$ cat src/rtl/reg_dump_display.sv
// rtl/reg_dump_display.sv - sequential register-file text dump (signed decimal / hex) for the VGA text buffer
// Optional row label "xNN=" ahead of each field: define REG_DUMP_DISPLAY_LABEL_EN.
module reg_dump_display #(
    parameter int          NUM_REGS   = 33,
    parameter int          DATA_W     = 32,
    parameter int          DEC_DIGITS = 10,
    parameter int          COLS       = 80,
    parameter int          COL_OFFSET = 0,
    parameter int          ADDR_W     = 13,
    parameter logic [23:0] COLOR      = 24'hFFFFFF
) (
    input  logic                       clk,
    input  logic                       rst,
    input  logic [NUM_REGS*DATA_W-1:0] regs_flat,
    input  logic                       enable,
    input  logic                       hex_mode,
    output logic                       ascii_write_en,
    output logic [ADDR_W-1:0]          ascii_write_address,
    output logic [31:0]                ascii_input,
    output logic                       busy,
    output logic                       frame_done
);

`ifdef REG_DUMP_DISPLAY_LABEL_EN
    localparam int LBL = 4;
`else
    localparam int LBL = 0;
`endif
    localparam int LAST_COL   = DEC_DIGITS + LBL;
    localparam int HEX_DIGITS = DATA_W / 4;
    localparam int BCD_W      = 4 * DEC_DIGITS;
    localparam int ROW_W      = (NUM_REGS > 1) ? $clog2(NUM_REGS) : 1;
    localparam int COL_W      = $clog2(LAST_COL + 1);
    localparam int CNT_W      = $clog2(DATA_W + 1);

    typedef enum logic [1:0] {IDLE, LOAD, CONV, EMIT} state_t;

    state_t            state;
    logic [ROW_W-1:0]  row;
    logic [COL_W-1:0]  col;
    logic [CNT_W-1:0]  cnt;
    logic              mode_q;
    logic              neg;
    logic [DATA_W-1:0] sh;
    logic [BCD_W-1:0]  bcd;

    logic [DATA_W-1:0] cur_val;
    logic              eff_mode;
    logic [BCD_W-1:0]  bcd_adj;
    logic [7:0]        ch;
    logic [3:0]        nib;
    logic [31:0]       addr_full;
    int                vcol;

    assign cur_val   = regs_flat[int'(row)*DATA_W +: DATA_W];
    // The mode is sampled at the row-0 LOAD; every other row uses the frame's latched mode.
    assign eff_mode  = (row == '0) ? hex_mode : mode_q;
    assign addr_full = 32'(int'(row) * COLS + COL_OFFSET + int'(col));

    always_comb begin
        bcd_adj = bcd;
        for (int i = 0; i < DEC_DIGITS; i++) begin
            if (bcd[4*i +: 4] >= 4'd5)
                bcd_adj[4*i +: 4] = bcd[4*i +: 4] + 4'd3;
        end
    end

    // Digits are always taken from the top of sh/bcd; EMIT shifts them up a nibble per column.
    always_comb begin
        ch   = 8'h20;
        nib  = sh[DATA_W-1 -: 4];
        vcol = int'(col) - LBL;
`ifdef REG_DUMP_DISPLAY_LABEL_EN
        if (col == COL_W'(0))      ch = 8'h78;
        else if (col == COL_W'(1)) ch = 8'h30 + 8'(int'(row) / 10);
        else if (col == COL_W'(2)) ch = 8'h30 + 8'(int'(row) % 10);
        else if (col == COL_W'(3)) ch = 8'h3D;
        else
`endif
        if (vcol == 0)
            ch = mode_q ? 8'h78 : (neg ? 8'h2D : 8'h2B);
        else if (!mode_q)
            ch = 8'h30 + {4'h0, bcd[BCD_W-1 -: 4]};
        else if (vcol <= HEX_DIGITS)
            ch = (nib < 4'd10) ? (8'h30 + {4'h0, nib}) : (8'h37 + {4'h0, nib});
    end

    always_ff @(posedge clk or posedge rst) begin
        if (rst) begin
            state               <= IDLE;
            row                 <= '0;
            col                 <= '0;
            cnt                 <= '0;
            mode_q              <= 1'b0;
            neg                 <= 1'b0;
            sh                  <= '0;
            bcd                 <= '0;
            ascii_write_en      <= 1'b0;
            ascii_write_address <= '0;
            ascii_input         <= '0;
            busy                <= 1'b0;
            frame_done          <= 1'b0;
        end else begin
            ascii_write_en <= 1'b0;
            frame_done     <= 1'b0;
            case (state)
                IDLE: begin
                    if (enable) begin
                        state <= LOAD;
                        busy  <= 1'b1;
                    end
                end
                LOAD: begin
                    if (row == '0)
                        mode_q <= hex_mode;
                    neg <= cur_val[DATA_W-1];
                    col <= '0;
                    cnt <= '0;
                    bcd <= '0;
                    if (eff_mode) begin
                        sh    <= cur_val;
                        state <= EMIT;
                    end else begin
                        sh    <= cur_val[DATA_W-1] ? (~cur_val + DATA_W'(1)) : cur_val;
                        state <= CONV;
                    end
                end
                CONV: begin
                    {bcd, sh} <= {bcd_adj[BCD_W-2:0], sh, 1'b0};
                    cnt       <= cnt + CNT_W'(1);
                    if (cnt == CNT_W'(DATA_W - 1))
                        state <= EMIT;
                end
                EMIT: begin
                    ascii_write_en      <= 1'b1;
                    ascii_write_address <= addr_full[ADDR_W-1:0];
                    ascii_input         <= {ch, COLOR};
                    if (int'(col) > LBL) begin
                        if (mode_q) sh  <= sh << 4;
                        else        bcd <= bcd << 4;
                    end
                    col <= col + COL_W'(1);
                    if (col == COL_W'(LAST_COL)) begin
                        col <= '0;
                        if (row == ROW_W'(NUM_REGS - 1)) begin
                            frame_done <= 1'b1;
                            row        <= '0;
                        end else begin
                            row <= row + ROW_W'(1);
                        end
                        state <= enable ? LOAD : IDLE;
                        busy  <= enable;
                    end
                end
                default: state <= IDLE;
            endcase
        end
    end

endmodule

$ cat config.mk
export PLATFORM = sky130hd
export DESIGN_NAME = reg_dump_display
export DESIGN_NICKNAME = d
export VERILOG_FILES = /design/src/rtl/reg_dump_display.sv
export SDC_FILE = /design/constraint.sdc
export NUM_CORES = 1
export LEC_CHECK = 0
export ABC_AREA = 0
export BUFFER_PORTS_ARGS = -buffer_cell sky130_fd_sc_hd__buf_2
export CAP_MARGIN = 20
export CORE_AREA = 5 5 428 430
export CTS_BUF_LIST = sky130_fd_sc_hd__clkbuf_2 sky130_fd_sc_hd__clkbuf_4 sky130_fd_sc_hd__clkbuf_8
export CTS_CLUSTER_SIZE = 20
export DETAILED_ROUTE_END_ITERATION = 8
export DIE_AREA = 0 0 433 435
export HOLD_SLACK_MARGIN = 0.03
export PLACE_DENSITY_LB_ADDON = 0.05
export SYNTH_ARGS = -nofsm -noshare
export SYNTH_HDL_FRONTEND = slang
export SYNTH_SLANG_ARGS = --single-unit
$ cat constraint.sdc
create_clock -name clk -period 7.7 [get_ports clk]
set_input_delay 0.385 -clock clk [delete_from_list [all_inputs] [get_ports clk]]
set_output_delay 0.385 -clock clk [all_outputs]
set_load 0.02 [all_outputs]
Yosys cells after proc, flatten, opt, wreduce, memory -nomap -nowiden
Index checks and enable logic that the tools add are counted.
- register bits after elaboration: 140
- bits of input ports: 1060
- logic and storage cells: 113
- output and inout bits: 48
- shift-type cells: 1
- $lt $le $gt $ge: 13
- multiplexer cells: 42
- reduce and logical (&&, ||, !) cells: 12
- multipliers: 1
- add/subtract/negate cells: 18
- eq/ne operators: 12
- bitwise gates (word level): 1
- operator list (kind ; count):
    indexed part select 1056 x 12 -> 32 bit ; 1
    two-way mux 32 bit ; 4
    one-hot mux 40 bit (3 select lines) ; 1
    one-hot mux 32 bit (3 select lines) ; 1
    two-way mux 40 bit ; 2
    >= comparator 4 x 3 -> 1 bit, second input constant ; 10
    two-way mux 4 bit ; 10
    adder 4 x 2 -> 4 bit, second input constant ; 9
    two-way mux 7 bit ; 5
    adder 32 x 1 -> 32 bit, second input constant ; 1
    logical NOT 32 bit ; 1
    NOT 32 bit ; 1
    adder 6 x 4 -> 7 bit, first input constant ; 3
    adder 13 x 4 -> 13 bit ; 1
    adder 6 x 1 -> 6 bit, second input constant ; 2
    inequality test 2 bit, second input constant ; 6
    one-hot mux 6 bit (2 select lines) ; 1
    AND reduction 3 bit ; 4
    multiplier 6 x 3 -> 9 bit, second input constant ; 1
    two-way mux 1 bit ; 9
    one-hot mux 2 bit (4 select lines) ; 1
    one-hot mux 4 bit (2 select lines) ; 1
    equality test 6 x 5 -> 1 bit, second input constant ; 1
    equality test 6 bit, second input constant ; 1
    17 further kinds ; 23

Logic depth before layout (Yosys ltp)
- word-level depth: 6
- depth in mapped cells: 19

Worst setup path after synthesis
No wires, ideal clock.
- kind: flip-flop to flip-flop
- from: reg row[1]
- to: reg sh[26]
- period minus slack after synthesis: 4226 ps
- stages on the path, launching flop included: 16
- buffers on the path: 3
- arrival time: 4094 ps
- data required time: 7568 ps
- path slack: 3474 ps
- library setup time: 132 ps
- path through: dfrtp_1 buf_1 clkbuf_1 buf_1 mux4_2 a22oi_1 a21oi_1 nor3_2 ha_1 nand2_1 nor4_1 nand4b_1 nor4_2 and4bb_1 mux2i_1 o211ai_1
- word-level cells in the longest chain between the ends: 6
- elaborated cells on any way between the ends: 8
- classes of those cells: add/sub (1); shift (1); mux (4); bitwise (1); reduce/logical (1)
- RTL lines (item ; RTL line ; source):
    from (decl) ; 39 ; logic [ROW_W-1:0] row;
    from (signal assigned) ; 149 ; row <= row + ROW_W'(1);
    indexed part select 1056 x 12 -> 32 bit ; 55 ; assign cur_val = regs_flat[int'(row)*DATA_W +: DATA_W];
    NOT 32 bit ; 124 ; sh <= cur_val[DATA_W-1] ? (~cur_val + DATA_W'(1)) : cur_val;
    adder 32 x 1 -> 32 bit ; 124 ;
    two-way mux 32 bit ; 124 ;
    two-way mux 32 bit (*) ; 120 ; if (eff_mode) begin
    one-hot mux 32 bit (3 select lines) (*) ; 106 ; case (state)
    to (signal assigned) ; 121 ; sh <= cur_val;
    to (signal assigned) ; 124 ;
    to (signal assigned) ; 129 ; {bcd, sh} <= {bcd_adj[BCD_W-2:0], sh, 1'b0};
    to (decl) ; 44 ; logic [DATA_W-1:0] sh;
Mark *: on every way between the ends. The rest lies on a longest branch, timed or not.
A chain may end at the register's enable or synchronous reset.

Worst setup path after layout
- from: reg row[0]
- to: reg sh[26]
Same word-level chain as after synthesis.

==> key figures <==
Routing
  • Wire per inst: 36.2 um
  • DRC violations left: 0
  • Initial detailed-routing violation count: 1525
  • Vias/cell: 4.00
  • Initial DRT Pass Iterations: 5
  • Post-route antenna net violation count: 0
  • Via count: 20100
  • Aggregate routed wire length: 182 mm

Final layout
  • Multi-input gate area: 12100 um2
  • Register area: 2920 um2
  • Final instance area: 24700 um2
  • Most frequent cells in the layout: buf_2, mux4_2, nand2_1
  • Util after Layout: 13.8%
  • Layout Nets: 3698
  • FILL cells: 20500
  • Most common cell after layout, fill and taps aside: buf_2
  • Layout area overhead: 54.6%
  • Ratio of cells with drive above 1 in the final layout: 56.2%

GRT
  • First-pass GRT wire length: 232 mm
  • Number of global-route vias before repair: 21100
  • Initial antenna violation count: 207
  • Global-route usage over all layers: 18.7%
  • Largest net degree at the start of global routing: 83
  • Congestion Overflow GR: 0

STA
  • Minimum clock period: 5.78 ns
  • RSZ-0062 raised after global routing: no
  • Post-Route Skew: 0.0235 ns
  • Slew Limit Fails: 0
  • Slew @ Worst Pin: 1.16 ns
  • Achievable Freq: 173 MHz
  • Setup TNS: 0 ns
  • Slew HR: 20.7%
  • Final setup violating endpoints: 0
  • Final period util: 75.1%
  • Hold Vio Cnt, Final: 0

Worst setup path
  • Terminus of the critical flop-to-flop path: sh[26]
  • WP data required: 8.15 ns
  • Critical path buffers and inverters: 1
  • Max incr delay on CP: 1.03 ns
  • Critical path's top delay family: simple AND/OR/NAND/NOR gates
  • Worst path depth: 10
  • Crit path arrival time: 6.23 ns
  • Max FO, Critical Path: 41
  • Crit path to: sh[26]
  • Critical path origin: row[0]
  • Crit path kind: flip-flop to flip-flop
  • Reg2reg start: row[0]
  • Worst reg2reg setup slack: 1.92 ns
  • Critical path's slowest cell: dfrtp_4
  • CP Launch Type: flip-flop
  • Crit-path cells: buf_4 > mux4_2 > a22oi_1 > a21oi_1 > a2111oi_2 > nand4b_1 > nor4_2 > and4bb_1 > mux2i_1 > o211ai_1
  • R2r worst-path depth: 10
  • Critical Path Sink Type: flip-flop

Floorplan
  • Die X: 433 um
  • Die area: 188000 um2
  • Core Region: 179000 um2
  • FP Rows: 156
  • Chip Height: 435 um
  • Initial Util: 8.90%
  • IO Count: 1108

CTS
  • Post_cts resized: 0
  • CTS tree: yes
  • Root buffer cell: clkbuf_8
  • CTS Hold Bufs: 1
  • Clock Sinks: 116
  • Clock buffer count from CTS: 17
  • # Post-CTS Setup Buffers: 0
  • Clock Latency Late Sink: 0.56 ns
  • Maximum root-to-sink buffer count: 2
  • Clk slew on worst S/H paths: 0.10 ns
  • CTS HTree Levels: 4

Place
  • # port buffers: 1106
  • DP HPWL: 160 mm
  • Routability cong.: 0.967
  • DP Area: 24100 um2

Logic synthesis
  • Synth cell types: 80
  • EDFF count, synth: 0
  • FF+latch count, synth: 116
  • Post-synthesis net count: 2695
  • Sequential element share of the synthesized area: 18.2%
  • Ys async rst share: 100%
  • Most used DFF post-synth: dfrtp_1
  • Yosys warns: 0
  • Synth Area per Inst: 10.0 um2
  • Mapped cell area: 16000 um2
  • Cells after Synth: 1596

Run status
  • Status: completed

Power
  • Worst vdd ir: 0.136 mV
  • PD cells: 182 nW/um2
  • Leak pwr: 0.00991 uW
  • Power Total: 4500 uW

Worst hold path
  • Worst hold path type: input port to flip-flop

Job
  • Max cap viols: 0
==> final cells by class <==
cell class	instances	area share [%]
clock inverters	12	0.527
well taps	2370	12.0
diodes	54	0.548
inverters	45	0.700
repair buffers	1161	24.2
flip-flops and latches	116	11.8
multi-input cells	1258	49.1
clock buffers	20	1.12
==> metrics by stage <==
step,hold WS [ns],setup WS (ns),instances
final,0.211,1.92,5036
after global routing,0.189,1.36,4993
after CTS,0.132,1.80,4982
after detailed placement,0.478,1.80,4949
after global placement,0.469,1.82,4948
after floorplan,0.472,3.47,1596
==> cells by family after synthesis <==
kind of cell    after synthesis  share of synthesized area (%)
simple gates                366                           11.1
fa+ha+maj                    40                           3.17
xor+xnor                     42                           2.30
compound gates              455                           20.0
flops                       116                           18.2
other cells                   1                         0.0235
mux                         354                           38.6
buf+inv                     222                           6.72
==> power by group <==
part	internal, uW	switching (uW)	total [uW]	leakage [uW]
clock	311	345	657	0.000193
sequential	837	303	1140	0.00145
combinational	1070	1630	2700	0.00826
==> sequential cells by signal, indices dropped and copies added (netlist names) <==
name	count
sh	32
bcd	40
busy	1
ascii_write_en	1
mode_q	1
ascii_write_address	13
row	6
cnt	6
ascii_input	8
frame_done	1
col	4
state	2
neg	1
==> worst min-delay path, stage by stage <==
cell	delay, ns
buf_2	0.12
o21a_1	0.10
nor2_1	0.07
a21oi_1	0.04
==> cell usage after synthesis (all sizes together), types with 6 or more instances <==
cell type / n / area share (%)
a22o: 9 / 0.49
xnor2: 22 / 1.2
nor2b: 11 / 0.43
clkbuf: 72 / 1.7
nand2: 143 / 3.4
ha: 38 / 3.0
a221oi: 44 / 2.5
dfrtp: 116 / 18
nor2: 72 / 1.7
mux2i: 129 / 8.1
a21o: 8 / 0.38
o22ai: 19 / 0.74
a32oi: 10 / 0.55
a22oi: 106 / 5.0
and2: 6 / 0.24
inv: 45 / 1.1
or3: 9 / 0.38
xor2: 20 / 1.1
a32o: 6 / 0.38
o21ai: 82 / 2.6
nand4: 10 / 0.39
mux2: 18 / 1.3
buf: 105 / 4.0
a31oi: 15 / 0.59
nor3: 23 / 0.75
nand3: 22 / 0.69
a2111oi: 15 / 1.5
mux4: 207 / 29
and3: 20 / 0.78
nand2b: 24 / 0.94
a21oi: 100 / 3.1
==> metal layers <==
metal	track usage (%)	wire length, um	part of all wire (%)	vias to the layer above
met5	0	418	0.23	-
met4	2.55	3920	2.1	68
met3	3.41	9150	5.0	344
met2	34.7	94500	52	979
met1	23.0	74500	41	10300
li1	-	-	-	8432
==> worst min path at each step <==
stage	start	end	slack, ns	cells after the start
floorplan	sh[0]	sh[0]	0.47	2
global placement	rst	ascii_input[23]	0.47	2
detailed placement	rst	ascii_input[23]	0.48	2
CTS	enable	busy	0.13	4
global route	enable	busy	0.19	4
finish	enable	busy	0.21	4
(Power assumes the default switching activity.)
